$ cat src/rtl/daq_pkg.sv
// rtl/daq_pkg.sv - shared DAQ word width, type codes, abort marker and arbiter state encodings
package daq_pkg;

  localparam int DAQ_W = 32;

  localparam logic [7:0] DAQT_DRO_DATA = 8'd48;
  localparam logic [7:0] DAQT_ENC_DATA = 8'd49;
  localparam logic [7:0] DAQT_SAMPLE   = 8'd50;

  // Written as the last word of a packet whose source went silent mid-packet.
  localparam logic [DAQ_W-1:0] DAQ_ABORT_MARKER = 32'hFFFF_FFFF;

  typedef enum logic {
    ST_IDLE = 1'b0,
    ST_BUSY = 1'b1
  } arb_state_e;

  typedef struct packed {
    logic             last;
    logic [DAQ_W-1:0] data;
  } daq_word_t;

endpackage

$ cat src/rtl/daq_fifo.sv
// rtl/daq_fifo.sv - synchronous first-word-fall-through FIFO with occupancy output
module daq_fifo #(
  parameter int DEPTH = 64,
  parameter int WIDTH = 33
) (
  input  logic                     clk,
  input  logic                     rst,
  input  logic                     push_i,
  input  logic [WIDTH-1:0]         push_data_i,
  output logic                     push_ready_o,
  input  logic                     pop_i,
  output logic [WIDTH-1:0]         head_o,
  output logic                     valid_o,
  output logic [$clog2(DEPTH):0]   level_o
);

  localparam int AW = $clog2(DEPTH);
  localparam int LW = AW + 1;

  logic [WIDTH-1:0] mem_q [DEPTH];
  logic [AW-1:0]    wr_ptr_q, rd_ptr_q;
  logic [LW-1:0]    level_q;
  logic             full, do_push, do_pop;

  assign full         = (level_q == LW'(DEPTH));
  assign valid_o      = (level_q != '0);
  assign do_pop       = pop_i && valid_o;
  // A pop in the same cycle frees the slot, so a full FIFO can still take a push.
  assign push_ready_o = !full || do_pop;
  assign do_push      = push_i && push_ready_o;
  assign head_o       = mem_q[rd_ptr_q];
  assign level_o      = level_q;

  always_ff @(posedge clk) begin
    if (do_push) begin
      mem_q[wr_ptr_q] <= push_data_i;
    end
  end

  always_ff @(posedge clk) begin
    if (rst) begin
      wr_ptr_q <= '0;
      rd_ptr_q <= '0;
      level_q  <= '0;
    end else begin
      if (do_push) wr_ptr_q <= wr_ptr_q + 1'b1;
      if (do_pop)  rd_ptr_q <= rd_ptr_q + 1'b1;
      case ({do_push, do_pop})
        2'b10:   level_q <= level_q + 1'b1;
        2'b01:   level_q <= level_q - 1'b1;
        default: level_q <= level_q;
      endcase
    end
  end

endmodule

$ cat src/rtl/daq_arbiter.sv
// rtl/daq_arbiter.sv - round-robin packet arbiter for DAQ sources feeding one buffered upstream port
module daq_arbiter
  import daq_pkg::*;
#(
  parameter int NREQ           = 4,
  parameter int FIFO_DEPTH     = 64,
  parameter int MAX_PKT_WORDS  = 4,
  parameter int TIMEOUT_CYCLES = 1024
) (
  input  logic                          clk,
  input  logic                          rst,
  input  logic [NREQ-1:0]               daq_req,
  output logic [NREQ-1:0]               daq_grant,
  input  logic [NREQ*DAQ_W-1:0]         daq_data,
  input  logic [NREQ-1:0]               daq_valid,
  input  logic [NREQ-1:0]               daq_end,
  output logic [DAQ_W-1:0]              out_data,
  output logic                          out_end,
  output logic                          out_valid,
  input  logic                          out_ready,
  output logic [$clog2(FIFO_DEPTH):0]   fifo_level,
  input  logic                          err_clear,
  output logic                          timeout_err,
  output logic                          overflow_err,
  output logic                          protocol_err
);

  localparam int IDXW     = (NREQ > 1) ? $clog2(NREQ) : 1;
  localparam int TW       = $clog2(TIMEOUT_CYCLES + 1);
  localparam int GATE_LVL = FIFO_DEPTH - MAX_PKT_WORDS - 1;
  localparam logic [TW-1:0] TMO_LOAD = TW'(TIMEOUT_CYCLES - 1);

  function automatic logic [IDXW-1:0] rr_pick(input logic [NREQ-1:0] req,
                                              input logic [IDXW-1:0] last);
    logic [IDXW-1:0] pick;
    logic            found;
    int              k;
    pick  = last;
    found = 1'b0;
    for (int i = 1; i <= NREQ; i++) begin
      k = (int'(last) + i) % NREQ;
      if (!found && req[k[IDXW-1:0]]) begin
        pick  = k[IDXW-1:0];
        found = 1'b1;
      end
    end
    return pick;
  endfunction

  function automatic logic [NREQ-1:0] onehot(input logic [IDXW-1:0] idx);
    logic [NREQ-1:0] v;
    v      = '0;
    v[idx] = 1'b1;
    return v;
  endfunction

  arb_state_e      state_q;
  logic [IDXW-1:0] sel_q, last_q;
  logic [NREQ-1:0] grant_q;
  logic [TW-1:0]   tmo_q;
  logic            pushed_q;
  logic            timeout_err_q, overflow_err_q, protocol_err_q;
  logic            timeout_err_d, overflow_err_d, protocol_err_d;

  logic            busy, sel_valid, sel_end, accept, stray, tmo_fire, free_ok;
  logic            push_req, push_ready, pop;
  logic [DAQ_W-1:0] sel_word;
  daq_word_t       push_word, head_word;

  always_comb begin
    sel_valid = 1'b0;
    sel_end   = 1'b0;
    sel_word  = '0;
    for (int i = 0; i < NREQ; i++) begin
      if (sel_q == IDXW'(i)) begin
        sel_valid = daq_valid[i];
        sel_end   = daq_end[i];
        sel_word  = daq_data[i*DAQ_W +: DAQ_W];
      end
    end
  end

  assign busy     = (state_q == ST_BUSY);
  assign accept   = busy && sel_valid;
  // Any strobe outside the granted source's packet window is a misbehaving source.
  assign stray    = busy ? ((daq_valid & ~onehot(sel_q)) != '0) : (daq_valid != '0);
  assign tmo_fire = busy && !sel_valid && (tmo_q == '0);
  assign free_ok  = int'(fifo_level) <= GATE_LVL;

  assign pop            = out_valid && out_ready;
  assign push_req       = accept || (tmo_fire && pushed_q);
  assign push_word.last = accept ? sel_end : 1'b1;
  assign push_word.data = accept ? sel_word : DAQ_ABORT_MARKER;

  assign timeout_err_d  = (timeout_err_q  && !err_clear) || tmo_fire;
  assign overflow_err_d = (overflow_err_q && !err_clear) || (push_req && !push_ready);
  assign protocol_err_d = (protocol_err_q && !err_clear) || stray;

  always_ff @(posedge clk) begin
    if (rst) begin
      state_q        <= ST_IDLE;
      sel_q          <= '0;
      last_q         <= IDXW'(NREQ - 1);
      grant_q        <= '0;
      tmo_q          <= '0;
      pushed_q       <= 1'b0;
      timeout_err_q  <= 1'b0;
      overflow_err_q <= 1'b0;
      protocol_err_q <= 1'b0;
    end else begin
      grant_q        <= '0;
      timeout_err_q  <= timeout_err_d;
      overflow_err_q <= overflow_err_d;
      protocol_err_q <= protocol_err_d;
      case (state_q)
        ST_IDLE: begin
          // Sources cannot be stalled, so only grant with a whole packet of room.
          if ((daq_req != '0) && free_ok) begin
            sel_q    <= rr_pick(daq_req, last_q);
            grant_q  <= onehot(rr_pick(daq_req, last_q));
            state_q  <= ST_BUSY;
            tmo_q    <= TMO_LOAD;
            pushed_q <= 1'b0;
          end
        end
        ST_BUSY: begin
          if (accept) begin
            tmo_q <= TMO_LOAD;
            if (push_ready) pushed_q <= 1'b1;
            if (sel_end) begin
              last_q  <= sel_q;
              state_q <= ST_IDLE;
            end
          end else if (tmo_q == '0) begin
            last_q  <= sel_q;
            state_q <= ST_IDLE;
          end else begin
            tmo_q <= tmo_q - 1'b1;
          end
        end
        default: state_q <= ST_IDLE;
      endcase
    end
  end

  daq_fifo #(
    .DEPTH (FIFO_DEPTH),
    .WIDTH ($bits(daq_word_t))
  ) u_fifo (
    .clk          (clk),
    .rst          (rst),
    .push_i       (push_req),
    .push_data_i  (push_word),
    .push_ready_o (push_ready),
    .pop_i        (pop),
    .head_o       (head_word),
    .valid_o      (out_valid),
    .level_o      (fifo_level)
  );

  assign daq_grant    = grant_q;
  assign out_data     = head_word.data;
  assign out_end      = head_word.last;
  assign timeout_err  = timeout_err_q;
  assign overflow_err = overflow_err_q;
  assign protocol_err = protocol_err_q;

endmodule

$ cat config.mk
export PLATFORM = sky130hd
export DESIGN_NAME = daq_arbiter
export DESIGN_NICKNAME = d
export VERILOG_FILES = /design/src/rtl/daq_pkg.sv /design/src/rtl/daq_fifo.sv /design/src/rtl/daq_arbiter.sv
export SDC_FILE = /design/constraint.sdc
export NUM_CORES = 2
export LEC_CHECK = 0
export ABC_AREA = 0
export BUFFER_PORTS_ARGS = -buffer_cell sky130_fd_sc_hd__buf_4
export CORE_ASPECT_RATIO = 0.9
export CORE_MARGIN = 2
export CORE_UTILIZATION = 58
export CTS_BUF_LIST = sky130_fd_sc_hd__clkbuf_4 sky130_fd_sc_hd__clkbuf_8
export DETAILED_ROUTE_END_ITERATION = 8
export PLACE_DENSITY = 0.78
export SYNTH_ARGS = -nofsm -noshare
export SYNTH_HDL_FRONTEND = slang
export SYNTH_SLANG_ARGS = --single-unit
$ cat constraint.sdc
create_clock -name clk -period 3.33 [get_ports clk]
set_input_delay 0.666 -clock clk [delete_from_list [all_inputs] [get_ports clk]]
set_output_delay 0.666 -clock clk [all_outputs]
set_load 0.01 [all_outputs]
==> impl_metrics.yaml <==
power_and_ir_drop:
  switching_share_pct: 27.8
  p_leak_uw: 0.0322
  p_int_uw: 52500
  seqPwrFrac_pct: 43.0
  ir_drop_mv: 0.523
  p_total_uw: 72600
  p_switching_uw: 20100
  p_clk_share_pct: 29.8
  power.density_mw_per_mm2: 710
  combPwrFrac_pct: 27.3
logic_synthesis:
  synthAdderAreaFrac_pct: 0.159
  yosysSeqAreaShare_pct: 77.2
  synth_area_leader_cell: "edfxtp_1"
  synth.area.top_cells: "edfxtp_1 76%, mux4_2 15%, dfxtp_1 1.2%, a21oi_1 0.79%, mux2i_1 0.77%"
  synth_ff_type: "edfxtp_1"
  yosysTopAreaCellShare_pct: 76.0
  syn_area_mm2: 0.0834
  ys_types: 66
  async_flop_share_pct: 0
  avgSynthCellArea_um2: 22.1
  synth_compound_area_share_pct: 3.44
  synth_top_family_by_area: "multiplexers"
  yosys_warnings: 0
  synth_edf_count: 2112
  syn_inst: 3769
  synthMuxAreaShare_pct: 15.9
  synth_nets: 3923
  synth-simple-area-share_pct: 1.86
  synthXorXnorAreaFrac_pct: 0.199
  ys_ff_latch: 2161
timing:
  fin_crit_ns: 4.29
  whs_ns: 0.0952
  setup_viol: 33
  worstMarginPinSlew_ns: 1.17
  final_max_slew_viol_count: 0
  hold_viol: 0
  tns_ns: -28.01
  fmax_mhz: 233
  skew_ns: 0.0769
  fin_crit_sh_pct: 129
  relSlewSlack_pct: 21.6
  fin_ws_ns: -0.957
  rsz0062_at_grt: "yes"
clocking:
  cts_buffer_depth: 4
  htree_levels: 5
  cts_tree: "done"
  root_buffer: "clkbuf_8"
  numCtsBuffers: 334
  clk_latency_ns: 1.01
  clk_pin_slew_worst_paths_ns: 0.06
  clkSinkCount: 2161
layout:
  synthToLayoutAreaGrowth_pct: 22.6
  final_nets: 4819
  mostFrequentLayoutCell: "edfxtp_1"
  layout_common_cells: "2,112 x edfxtp_1, 559 x mux4_2, 502 x buf_4"
  drive_gt1_share_pct: 44.9
  utilization_pct: 71.3
  fill_cells: 7468
drt:
  wl_per_cell_um: 36.6
  ant_nets: 0
  drcViolationCount: 0
  wl_mm: 248
  firstDrtPassIters: 7
  vias: 48000
  drt_iter0_markers: 8766
  routed_via_density: 7.08
grt:
  grt_overflow: 0
  grt_pass1_vias: 47400
  grt_max_degree: 65
  grt_pass1_wl_mm: 338
  antenna_found_initial: 9
  grtUsageTotal_pct: 32.7
setup_path:
  rr_worst_depth: 8
  worst_path_most_repeated_cell: "buf_4"
  critPathCaptureType: "primary output"
  rr_endpoint: "u_fifo.mem_q[14][0]"
  crit_fanout: 15
  slowest_stage: "or4_4"
  cpPeakStageDelay_ns: 0.59
  reg2reg_from: "tmo_q[2]"
  cp.required_ns: 2.66
  crit_arrival_ns: 3.62
  reg2reg_slack_ns: 0.16
  critPathKind: "register to primary output"
  critPathLaunchType: "register"
  crit_chain: "buf_4, buf_4, buf_4, mux4_2, nand2b_1, a21oi_1, a31o_2, or4_4, buf_6"
placed_design:
  io_buffer_count: 191
  place.gp.congestion: 0.854
  dp_hpwl_mm: 135
  pre_cts_slack_ns: -0.495
floorplan:
  die-area_mm2: 0.147
  initial_core_util_pct: 58.2
  core-area_mm2: 0.143
  rows: 132
  die_h_um: 364
  fp.dieW_um: 404
  io_pins: 192
worst_hold_path:
  min_to: "pushed_q"
  min_path_type: "input pin to register"
  hold_path_depth: 2
  min_from: "rst"
status:
  failed_checks: "setup timing"
  status: "finished, violations left"
job:
  maxCapViolCount: 0
-- cell usage after synthesis (7+ instances only) --
cell type and count:
ha_1 9, inv_1 12, dfxtp_1 49, a22oi_1 9, xnor2_1 10, a221oi_1 64, nand2_1 41, or4_1 7
clkbuf_1 97, o22ai_1 62, a21oi_1 132, xor2_1 9, a22o_1 52, mux2i_1 64, buf_4 14, buf_1 15
buf_2 91, nand3_1 11, o21ai_0 18, a211oi_1 11, edfxtp_1 2112, nor2_1 131, nor3_1 14, or2_2 37
o221ai_1 24, nand2b_1 15, nand4_1 10, mux4_2 559, nor2b_1 12
-- how the worst max path moves through the flow --
stage	start	end	slack [ns]	cells after the start
5_1_grt	register	out_data[15]	-1.02	9
3_3_place_gp	register	out_data[12]	-0.49	10
4_1_cts	register	out_data[15]	-0.98	10
6_report	register	out_data[15]	-0.96	9
3_5_place_dp	register	out_data[12]	-0.50	10
2_1_floorplan	tmo_q[2]	u_fifo.mem_q[40][0]	-0.25	5
-- final cells by class --
| class | count | area (um^2) | share of cell area (%) |
|---|---|---|---|
| inverters | 13 | 48.8 | 0.0477 |
| well taps | 1876 | 2350 | 2.30 |
| repair buffers | 777 | 8870 | 8.68 |
| clock inverters | 129 | 793 | 0.776 |
| diodes | 3 | 7.51 | 0.00734 |
| multi-input cells | 1378 | 20300 | 19.9 |
| clock buffers | 443 | 5460 | 5.34 |
| flip-flops and latches | 2161 | 64400 | 63.0 |
-- stage by stage --
stage	cell area (um^2)	instances
6_report	102000	6780
5_1_grt	102000	6779
4_1_cts	101000	6751
3_5_place_dp	92000	6080
3_3_place_gp	92000	6080
2_1_floorplan	83400	3769
-- worst max-delay path: cells and delay by family (launching register included) --
kind / cells / cell delay, ns
buffers and inverters: 4 / 0.80
and+or+nand+nor: 2 / 0.69
DFF: 1 / 0.40
AOI/OAI and AO/OA: 2 / 0.39
muxes: 1 / 0.34
-- per-layer routing --
layer | vias to the layer above | GRT usage [%] | routed length, um
met5 | - | 0 | 27
met4 | 4 | 13.5 | 12400
met3 | 837 | 10.3 | 37300
met2 | 4872 | 50.9 | 118000
met1 | 24300 | 43.5 | 80300
li1 | 18000 | - | -
-- state kept, by name, indices dropped and copies added, names as in the netlist, named ones only --
signal,cells
sel_q,2
daq_grant,4
protocol_err,1
u_fifo.level_o,7
overflow_err,1
u_fifo.wr_ptr_q,6
pushed_q,1
u_fifo.mem_q,2112
u_fifo.rd_ptr_q,6
timeout_err,1
tmo_q,11
last_q,2
busy,1
-- power by group through the flow --
| stage | Combinational [uW] | Sequential (uW) | Clock, uW |
|---|---|---|---|
| 2_1_floorplan | 9460 | 31700 | 0 |
| 3_3_place_gp | 14900 | 31800 | 0 |
| 3_5_place_dp | 15200 | 31800 | 0 |
| 4_1_cts | 18400 | 31200 | 21300 |
| 5_1_grt | 20500 | 31200 | 22700 |
| 6_report | 19800 | 31200 | 21600 |
-- cells by family (layout without fill, tap and decap cells) --
| logic type | count (synthesis) | after routing |
|---|---|---|
| buffers and inverters | 230 | 1362 |
| and+or+nand+nor | 312 | 312 |
| muxes | 627 | 627 |
| adders and majority gates | 10 | 10 |
| xor gates and xnor gates | 19 | 19 |
| DFF | 2161 | 2161 |
| AOI/OAI and AO/OA | 410 | 410 |
| other | 0 | 3 |
-- timing repair --
item                       4_1_cts  5_1_grt
setup endpoints to repair       34       72
cloned                          15        1
pin swaps                       53       39
hold endpoints to repair         3        0
gates resized for setup        356      115
buffers inserted                85       31
hold buffers                     4        0
Power figures use the tool's default switching activity.
